## src/rtl/riscv_pkg.sv

```systemverilog
// ---------------------------------------------------------------------------
// riscv_pkg
// Shared definitions for the load/store unit:
//   - Funct3 encodings for byte/half/word loads and stores
//   - fault_cause codes reported on a faulting memory operation
//   - FSM state enum of the load/store unit
//   - helper functions that classify an op and shape store lanes
// ---------------------------------------------------------------------------
package riscv_pkg;

   localparam logic [2:0] F3_B  = 3'b000;   // LB / SB
   localparam logic [2:0] F3_H  = 3'b001;   // LH / SH
   localparam logic [2:0] F3_W  = 3'b010;   // LW / SW
   localparam logic [2:0] F3_BU = 3'b100;   // LBU
   localparam logic [2:0] F3_HU = 3'b101;   // LHU

   typedef enum logic [1:0] {
      FC_NONE       = 2'b00,
      FC_MISALIGNED = 2'b01,
      FC_ILLEGAL    = 2'b10,
      FC_RW_BOTH    = 2'b11
   } fault_cause_t;

   typedef enum logic [1:0] {
      ST_IDLE = 2'b00,
      ST_REQ  = 2'b01,
      ST_WAIT = 2'b10,
      ST_DONE = 2'b11
   } lsu_state_t;

   // Classify an op. Priority: both directions set, then illegal Funct3,
   // then misalignment.
   function automatic fault_cause_t fault_check(
      input logic       is_read,
      input logic       is_write,
      input logic [2:0] f3,
      input logic [1:0] addr_lo
   );
      logic w_illegal;
      logic w_misaligned;
      if (is_write) begin
         w_illegal = !((f3 == F3_B) || (f3 == F3_H) || (f3 == F3_W));
      end else begin
         w_illegal = !((f3 == F3_B) || (f3 == F3_H) || (f3 == F3_W) ||
                       (f3 == F3_BU) || (f3 == F3_HU));
      end
      w_misaligned = (((f3 == F3_H) || (f3 == F3_HU)) && addr_lo[0]) ||
                     ((f3 == F3_W) && (addr_lo != 2'b00));
      if (is_read && is_write) begin
         return FC_RW_BOTH;
      end else if (w_illegal) begin
         return FC_ILLEGAL;
      end else if (w_misaligned) begin
         return FC_MISALIGNED;
      end else begin
         return FC_NONE;
      end
   endfunction

   function automatic logic [3:0] store_be(
      input logic [2:0] f3,
      input logic [1:0] addr_lo
   );
      case (f3)
         F3_B:    return 4'b0001 << addr_lo;
         F3_H:    return 4'b0011 << addr_lo;
         default: return 4'b1111;
      endcase
   endfunction

   // Lanes are replicated so the byte-enable alone selects the target bytes.
   function automatic logic [31:0] store_wdata(
      input logic [2:0]  f3,
      input logic [31:0] data
   );
      case (f3)
         F3_B:    return {4{data[7:0]}};
         F3_H:    return {2{data[15:0]}};
         default: return data;
      endcase
   endfunction

endpackage

```

## src/rtl/load_extend.sv

```systemverilog
// ---------------------------------------------------------------------------
// load_extend
// Combinational extraction of the addressed byte/half/word from a 32-bit
// read word, followed by sign or zero extension.
// Ports:
//   rdata  [31:0] in  : aligned word returned by memory
//   offset [1:0]  in  : byte offset of the access within the word
//   Funct3 [2:0]  in  : load encoding (LB/LH/LW/LBU/LHU)
//   result [31:0] out : extended load value
// ---------------------------------------------------------------------------
module load_extend
   import riscv_pkg::*;
(
   input  logic [31:0] rdata,
   input  logic [1:0]  offset,
   input  logic [2:0]  Funct3,
   output logic [31:0] result
);

   logic [31:0] w_shifted;

   // Move the addressed byte/half down to bit 0.
   assign w_shifted = rdata >> {offset, 3'b000};

   always_comb begin
      result = w_shifted;
      case (Funct3)
         F3_B:    result = {{24{w_shifted[7]}}, w_shifted[7:0]};
         F3_H:    result = {{16{w_shifted[15]}}, w_shifted[15:0]};
         F3_BU:   result = {24'h000000, w_shifted[7:0]};
         F3_HU:   result = {16'h0000, w_shifted[15:0]};
         default: result = w_shifted;
      endcase
   end

endmodule

```

## src/rtl/load_store_unit.sv

```systemverilog
// ---------------------------------------------------------------------------
// load_store_unit
// Accepts one EX-stage memory op at a time, checks it for faults, runs a
// req/gnt + rvalid handshake on the data-memory port and returns extended
// load data to writeback.
// Ports:
//   clk, reset                      : clock, asynchronous active-high reset
//   mem_op_valid, MemRead, MemWrite,
//   Funct3, ALUResult, StoreData, Rd : op presented by EX (held while stall)
//   stall                            : upstream must hold the op inputs
//   dmem_req/we/addr/be/wdata        : memory request channel
//   dmem_gnt, dmem_rvalid, dmem_rdata: memory response channel
//   load_valid, LoadResult, load_rd  : writeback of a completed load
//   mem_fault, fault_cause           : one-cycle fault pulse with its cause
// ---------------------------------------------------------------------------
module load_store_unit
   import riscv_pkg::*;
#(
   parameter int DATA_WIDTH = 32
)(
   input  logic                  clk,
   input  logic                  reset,
   input  logic                  mem_op_valid,
   input  logic                  MemRead,
   input  logic                  MemWrite,
   input  logic [2:0]            Funct3,
   input  logic [DATA_WIDTH-1:0] ALUResult,
   input  logic [DATA_WIDTH-1:0] StoreData,
   input  logic [4:0]            Rd,
   output logic                  stall,
   output logic                  dmem_req,
   output logic                  dmem_we,
   output logic [DATA_WIDTH-1:0] dmem_addr,
   output logic [3:0]            dmem_be,
   output logic [DATA_WIDTH-1:0] dmem_wdata,
   input  logic                  dmem_gnt,
   input  logic                  dmem_rvalid,
   input  logic [DATA_WIDTH-1:0] dmem_rdata,
   output logic                  load_valid,
   output logic [DATA_WIDTH-1:0] LoadResult,
   output logic [4:0]            load_rd,
   output logic                  mem_fault,
   output logic [1:0]            fault_cause
);

   lsu_state_t            r_state;
   logic [DATA_WIDTH-1:0] r_addr;
   logic [DATA_WIDTH-1:0] r_wdata;
   logic [3:0]            r_be;
   logic [2:0]            r_funct3;
   logic [4:0]            r_rd;
   logic                  r_is_store;
   logic [DATA_WIDTH-1:0] r_load_result;
   logic                  r_load_valid;
   logic                  r_fault;
   fault_cause_t          r_cause;

   logic                  w_accept;
   fault_cause_t          w_cause;
   logic [DATA_WIDTH-1:0] w_ext;

   assign w_accept = mem_op_valid && (MemRead || MemWrite);
   assign w_cause  = fault_check(MemRead, MemWrite, Funct3, ALUResult[1:0]);

   load_extend u_load_extend (
      .rdata  (dmem_rdata),
      .offset (r_addr[1:0]),
      .Funct3 (r_funct3),
      .result (w_ext)
   );

   always_ff @(posedge clk or posedge reset) begin
      if (reset) begin
         r_state       <= ST_IDLE;
         r_addr        <= '0;
         r_wdata       <= '0;
         r_be          <= '0;
         r_funct3      <= '0;
         r_rd          <= '0;
         r_is_store    <= 1'b0;
         r_load_result <= '0;
         r_load_valid  <= 1'b0;
         r_fault       <= 1'b0;
         r_cause       <= FC_NONE;
      end else begin
         // Completion pulses are only ever set on entry to DONE, so clearing
         // them by default makes them last exactly the DONE cycle.
         r_load_valid <= 1'b0;
         r_fault      <= 1'b0;
         r_cause      <= FC_NONE;
         case (r_state)
            ST_IDLE: begin
               if (w_accept) begin
                  r_addr     <= ALUResult;
                  r_funct3   <= Funct3;
                  r_rd       <= Rd;
                  r_is_store <= MemWrite;
                  r_be       <= MemWrite ? store_be(Funct3, ALUResult[1:0]) : 4'b1111;
                  r_wdata    <= MemWrite ? store_wdata(Funct3, StoreData) : '0;
                  if (w_cause != FC_NONE) begin
                     r_fault <= 1'b1;
                     r_cause <= w_cause;
                     r_state <= ST_DONE;
                  end else begin
                     r_state <= ST_REQ;
                  end
               end
            end
            ST_REQ: begin
               if (dmem_gnt) begin
                  r_state <= r_is_store ? ST_DONE : ST_WAIT;
               end
            end
            ST_WAIT: begin
               if (dmem_rvalid) begin
                  r_load_result <= w_ext;
                  r_load_valid  <= 1'b1;
                  r_state       <= ST_DONE;
               end
            end
            ST_DONE: begin
               r_state <= ST_IDLE;
            end
            default: begin
               r_state <= ST_IDLE;
            end
         endcase
      end
   end

   // The accept term is gated by reset so stall stays low while reset is
   // held even if EX keeps presenting an op.
   assign stall = ((r_state == ST_IDLE) && w_accept && !reset) ||
                  (r_state == ST_REQ) || (r_state == ST_WAIT);

   assign dmem_req    = (r_state == ST_REQ);
   assign dmem_we     = (r_state == ST_REQ) && r_is_store;
   assign dmem_addr   = {r_addr[DATA_WIDTH-1:2], 2'b00};
   assign dmem_be     = r_be;
   assign dmem_wdata  = r_wdata;
   assign load_valid  = r_load_valid;
   assign LoadResult  = r_load_result;
   assign load_rd     = r_rd;
   assign mem_fault   = r_fault;
   assign fault_cause = r_cause;

endmodule

```

## config.mk

```make
export PLATFORM = sky130hd
export DESIGN_NAME = load_store_unit
export DESIGN_NICKNAME = d
export VERILOG_FILES = /design/src/rtl/riscv_pkg.sv /design/src/rtl/load_extend.sv /design/src/rtl/load_store_unit.sv
export SDC_FILE = /design/constraint.sdc
export NUM_CORES = 1
export LEC_CHECK = 0
export CORE_AREA = 2 2 149 93
export DETAILED_ROUTE_END_ITERATION = 7
export DIE_AREA = 0 0 151 95
export PLACE_DENSITY = 0.8
export REMOVE_ABC_BUFFERS = 1
export SLEW_MARGIN = 10
export SYNTH_ARGS = -nofsm -noshare
export SYNTH_HDL_FRONTEND = slang
export SYNTH_HIERARCHICAL = 1
export SYNTH_SLANG_ARGS = --single-unit
```

## constraint.sdc

```tcl
create_clock -name clk -period 4.8 [get_ports clk]
set_input_delay 0.48 -clock clk [delete_from_list [all_inputs] [get_ports clk]]
set_output_delay 0.48 -clock clk [all_outputs]
set_load 0.01 [all_outputs]
```

==> results.toml, run 1 <==
[die]
rows = 33
start_util = 0.427
die_x_um = 151
die_h_um = 95
io_pins = 223
die-area_um2 = 14300
core-area_um2 = 13100

[placed_design]
gp_congestion = 0.823
hpwl_um = 11200
dpl-instance-area_um2 = 7670
dpl_worst_slack_ns = 2.26
dp_cells = 918
io_buffer_count = 220

[sta]
finalSetupViolations = 0
fin_ws_ns = 2.27
clock.fmax_ghz = 0.396
grt_setup_unrepaired = "false"
slew_headroom = 0.305
finalSetupTns_ns = 0
hold_viol = 0
worst_pin_slew_ns = 1.04
final_max_slew_viol_count = 0
period_needed_ns = 2.53
post-route-period-util = 0.526
fin_skew_ns = 0.00954

[clock_tree]
cts_tree = "yes"
post_cts_resize_count = 0
ctsRootBufferMaster = "clkbuf_16"
holdBufCountCts = 0
clock_sinks = 115
ctsHtreeMaxLevel = 4
cts_setup_buffers = 0
clk_latency_ns = 0.40
clkTransAtPathRegs_ns = 0.06
numCtsBuffers = 17
clockBufferDepth = 2

[routing]
wire_per_inst_um = 16.4
vias_per_cell = 4.99
vias = 4736
final_antenna_net_count = 0
drt_iter0_drc = 232
dr.pass1.iters = 4
drc = 0
wl_um = 15600

[power]
power_frac_seq = 0.324
combPwrFrac = 0.446
switching_power_uw = 1820
vdd_ir_drop_max_mv = 0.254
leakagePower_uw = 0.00378
power.internal_uw = 3390
power_density_nw_per_um2 = 632
sw_frac_of_total = 0.349
clockPowerShare = 0.230

[setup_path]
slowest_stage = "clkdlybuf4s50_1"
crit_path_cell_trace = "inv_1, ha_1, o211ai_1, o21ai_0, clkdlybuf4s50_1"
critPathTopFamily = "buffers and inverters"
startpoint_type = "flop"
worstPathMaxFanout = 5
path_class = "reg2out"
max_stage_delay_ns = 0.55
path_buf_inv = 2
reg2reg_slack_ns = 2.35
endpoint_kind = "output port"
worstPathArrival_ns = 2.05
required_ns = 4.32

[run]
maxCapViolCount = 0

[synth]
synth_edf_count = 0
synth_seq_cells = 115
synth_compound_area_frac = 0.109
synth_cell_types = 39
synth-adder-area-share = 0.00893
synth_xor_area_frac = 0
async_flop_share = 1.00
ys_seq_area_frac = 0.513
synthesis.area_um2 = 5610
synth_simple_gate_area_frac = 0.159
avgSynthCellArea_um2 = 9.65
ys_warn_count = 6
synthMuxAreaShare = 0.132
synth_flop_cell = "dfrtp_1"
syn_inst = 581
synth_top_family_by_area = "simple AND/OR/NAND/NOR gates"

[finish]
drive_gt1_frac = 0.102
diodes = 0
final_cells = 950
area_growth_pct = 47.1
post-route-cell-area_um2 = 8240
n_fill_cell = 1056
final_core_util = 0.628
nNetsFinal = 877

[global_route]
grt_max_degree = 81
grt-ovfl-total = 0
grt_pass1_vias = 4968
grt_usage = 0.223
antenna_found_initial = 0
grt_pass1_wl_um = 25100

[status]
run_status = "finished clean"

[hold_path]
hp-class = "reg2reg"
-- state kept, by name, indices dropped and copies added (netlist names) --
register	count
mem_fault	1
r_addr	32
load_valid	1
dmem_wdata	32
load_rd	5
fault_cause	2
r_state	2
r_funct3	3
r_is_store	1
LoadResult	32
dmem_be	4
-- worst register-to-register path: stages, from the launching register on --
cell and delay [ns]:
dfrtp_1 0.32, buf_4 0.39, mux2i_1 0.34, mux2i_1 0.14
o211ai_2 0.62, o21ai_0 0.23, mux2_2 0.31
-- layout make-up --
class                      count  area [µm²]  share of cell area
clock buffer                  18         439              0.0533
sequential                   115        2880               0.349
multi-input combinational    395        2300               0.279
timing repair buffer         226        2250               0.273
clock inverter                14         131              0.0159
tap                          175         219              0.0266
inverter                       7        28.8             0.00349
-- worst paths after layout --
kind	from	depth (start not counted)	end
setup reg to reg	r_addr[0]	6	LoadResult[22]
hold / removal	dmem_wdata[27]	2	dmem_wdata[27]
setup / recovery	r_state[0]	5	stall
max in group asynchronous	reset	3	dmem_be[3]
hold reg to reg	dmem_wdata[27]	2	dmem_wdata[27]
min in group asynchronous	reset	2	load_valid
-- routing by layer --
metal  global-route usage  up-vias  wire, µm
met1                0.290     2284      6910
met3               0.0715       23      1080
met4               0.0732        0       237
met5                    0        -         0
met2                0.358      158      7350
li1                     -     2271         -
-- logic make-up after synthesis --
family | after synthesis
and+or+nand+nor | 224
DFF | 115
muxes | 70
AOI/OAI and AO/OA | 95
adders and majority gates | 4
other | 1
buffers and inverters | 72
-- metrics by stage --
step,hold slack (ns),power (µW)
2_1_floorplan,0.439,2770
3_3_place_gp,0.451,3930
3_5_place_dp,0.457,4020
4_1_cts,0.469,5260
5_1_grt,0.490,5550
6_report,0.465,5210
-- cell usage after synthesis, types with 2 or more instances --
| master | count | share of area |
|---|---|---|
| nor2_1 | 25 | 0.017 |
| buf_6 | 2 | 0.0040 |
| a21o_1 | 2 | 0.0027 |
| mux2_2 | 33 | 0.066 |
| o22a_1 | 3 | 0.0047 |
| o21ai_0 | 35 | 0.031 |
| clkbuf_1 | 16 | 0.011 |
| nor2b_1 | 8 | 0.0089 |
| a211oi_1 | 14 | 0.019 |
| nand2_1 | 182 | 0.12 |
| a22o_1 | 8 | 0.013 |
| o21ai_2 | 2 | 0.0031 |
| a31oi_1 | 2 | 0.0022 |
| mux2i_1 | 37 | 0.066 |
| dfrtp_1 | 115 | 0.51 |
| inv_1 | 7 | 0.0047 |
| buf_2 | 12 | 0.011 |
| ha_1 | 4 | 0.0089 |
| buf_4 | 35 | 0.047 |
| a21oi_1 | 20 | 0.018 |
-- power groups by stage --
stage	sequential [µW]	combinational, µW	clock [µW]
2_1_floorplan	1880	891	0
3_3_place_gp	1670	2270	0
3_5_place_dp	1690	2330	0
4_1_cts	1690	2340	1230
5_1_grt	1740	2540	1280
6_report	1690	2320	1200
-- placed cells by master (no fill, tap or decap), types with 4 or more instances in the layout --
cell	netlist	layout
clkdlybuf4s50_1	0	220
nand2_1	182	182
dfrtp_1	115	115
mux2i_1	37	37
o21ai_0	35	35
mux2_2	33	33
nor2_1	25	25
a21oi_1	20	20
clkbuf_16	0	17
a211oi_1	14	14
a22o_1	8	8
nor2b_1	8	8
inv_1	7	6
buf_4	35	6
ha_1	4	4
clkinvlp_4	0	4
clkinv_4	0	4
Power figures use the tool's default switching activity.
==> run 2: changes to the inputs <==
--- a/config.mk
+++ b/config.mk
@@ -5,10 +5,10 @@
 export SDC_FILE = /design/constraint.sdc
 export NUM_CORES = 1
 export LEC_CHECK = 0
-export CORE_AREA = 2 2 149 93
+export CORE_AREA = 2 2 156 97
 export DETAILED_ROUTE_END_ITERATION = 7
-export DIE_AREA = 0 0 151 95
-export PLACE_DENSITY = 0.8
+export DIE_AREA = 0 0 158 99
+export PLACE_DENSITY = 0.77
 export REMOVE_ABC_BUFFERS = 1
 export SLEW_MARGIN = 10
 export SYNTH_ARGS = -nofsm -noshare
==> constraint.sdc (replaced) <==
create_clock -name clk -period 2.31 [get_ports clk]
set_input_delay 0.231 -clock clk [delete_from_list [all_inputs] [get_ports clk]]
set_output_delay 0.231 -clock clk [all_outputs]
set_load 0.01 [all_outputs]
==> results.toml, run 2 (synthesis gave the netlist of run 1 again) <==
[status]
run_status = "finished clean"

[setup_path]
slowest_stage = "clkdlybuf4s50_1"
worstPathArrival_ns = 1.89
worstPathMaxFanout = 4
startpoint_type = "flop"
crit_path_cell_trace = "inv_1, ha_1, and2_1, clkdlybuf4s50_1"
path_class = "reg2out"
max_stage_delay_ns = 0.56
required_ns = 2.08
endpoint_kind = "output port"
path_buf_inv = 2
critPathTopFamily = "buffers and inverters"

[finish]
diodes = 0
drive_gt1_frac = 0.112
seq_area_um2 = 2880
multi_input_area_um2 = 2310
layout_common_cells = "clkdlybuf4s50_1, nand2_1, dfrtp_1"
n_fill_cell = 1216
final_common_cell = "clkdlybuf4s50_1"
nNetsFinal = 885
final_cells = 981
final_core_util = 0.590
area_growth_pct = 49.6

[routing]
wl_um = 16100
drt_iter0_drc = 285
drc = 0
dr.pass1.iters = 4
vias = 4890
vias_per_cell = 4.98
final_antenna_net_count = 0
wire_per_inst_um = 16.4

[sta]
grt_setup_unrepaired = "false"
clock.fmax_ghz = 0.471
hold_viol = 0
fin_skew_ns = 0.00760
final_max_slew_viol_count = 0
fin_ws_ns = 0.187
period_needed_ns = 2.12
finalSetupViolations = 0
slew_headroom = 0.487
worst_pin_slew_ns = 0.768
worst_hold_slack_ns = 0.323
post-route-period-util = 0.919

[die]
core-area_um2 = 14200
start_util = 0.395
io_pins = 223
die-area_um2 = 15600
die_x_um = 158
die_h_um = 99
rows = 34

[clock_tree]
clkTransAtPathRegs_ns = 0.06
clock_sinks = 115
ctsHtreeMaxLevel = 4
cts_tree = "yes"
clockBufferDepth = 2
numCtsBuffers = 17
cts_setup_buffers = 0
ctsRootBufferMaster = "clkbuf_16"
clk_latency_ns = 0.40

[run]
maxCapViolCount = 0

[global_route]
grt_usage = 0.210
antenna_found_initial = 0
grt_pass1_vias = 5041
grt_pass1_wl_um = 26000
grt_max_degree = 116
grt-ovfl-total = 0

[placed_design]
dp_cells = 949
hpwl_um = 11600
io_buffer_count = 220
gp_congestion = 0.824
dpl_worst_slack_ns = 0.0958

[hold_path]
hp-class = "in2async"

[power]
power_density_nw_per_um2 = 1310
vdd_ir_drop_max_mv = 0.700
fin_total_pwr_uw = 11000
leakagePower_uw = 0.00385
[run 2: worst paths after layout]
path / to / cells past startpoint / slack (ns) / start
worst max-delay path: dmem_we / 4 / 0.19 / r_state[1]
worst min-delay path: dmem_wdata[6] / 3 / 0.32 / reset
worst max register to register: dmem_wdata[26] / 6 / 0.32 / r_state[1]
worst min register to register: dmem_wdata[29] / 2 / 0.47 / dmem_wdata[29]
max in group asynchronous: dmem_be[3] / 3 / 1.44 / reset
min in group clk: r_addr[16] / 3 / 0.35 / ALUResult[16]
[run 2: area by class of cell]
class	instances	area share
Sequential cell	115	0.343
Inverter	7	0.00343
Multi-Input combinational cell	395	0.276
Clock inverter	12	0.0157
Timing Repair Buffer	234	0.278
Clock buffer	20	0.0544
Tap cell	198	0.0295
[run 2: layer usage]
metal / up-vias / wire length (µm) / global-route usage / part of all wire
li1: 2288 / - / - / -
met1: 2405 / 7120 / 0.277 / 0.44
met4: 0 / 193 / 0.0610 / 0.012
met2: 180 / 7430 / 0.336 / 0.46
met3: 17 / 1370 / 0.0624 / 0.085
met5: - / 0 / 0 / 0
[run 2: worst min-delay path: stages]
cell and delay [ns]:
clkdlybuf4s50_1 0.47, inv_4 0.08, buf_12 0.41
[run 2: report_power, final]
group          switching, µW  internal, µW  total (µW)
combinational           2280          2660        4940
clock                    949          1640        2590
sequential               570          2920        3500
total                   3800          7230       11000
[run 2: what timing repair did]
action | 4_1_cts | 5_1_grt
gates resized for setup | 2 | 2
setup endpoints to repair | 1 | 5
hold buffers | 0 | 0
[run 2: per-stage QoR]
stage | cell area (µm²) | setup TNS (ns)
6_report | 8390 | 0
5_1_grt | 8390 | 0
4_1_cts | 8380 | 0
3_5_place_dp | 7790 | 0
3_3_place_gp | 7790 | 0
2_1_floorplan | 5200 | -183.32
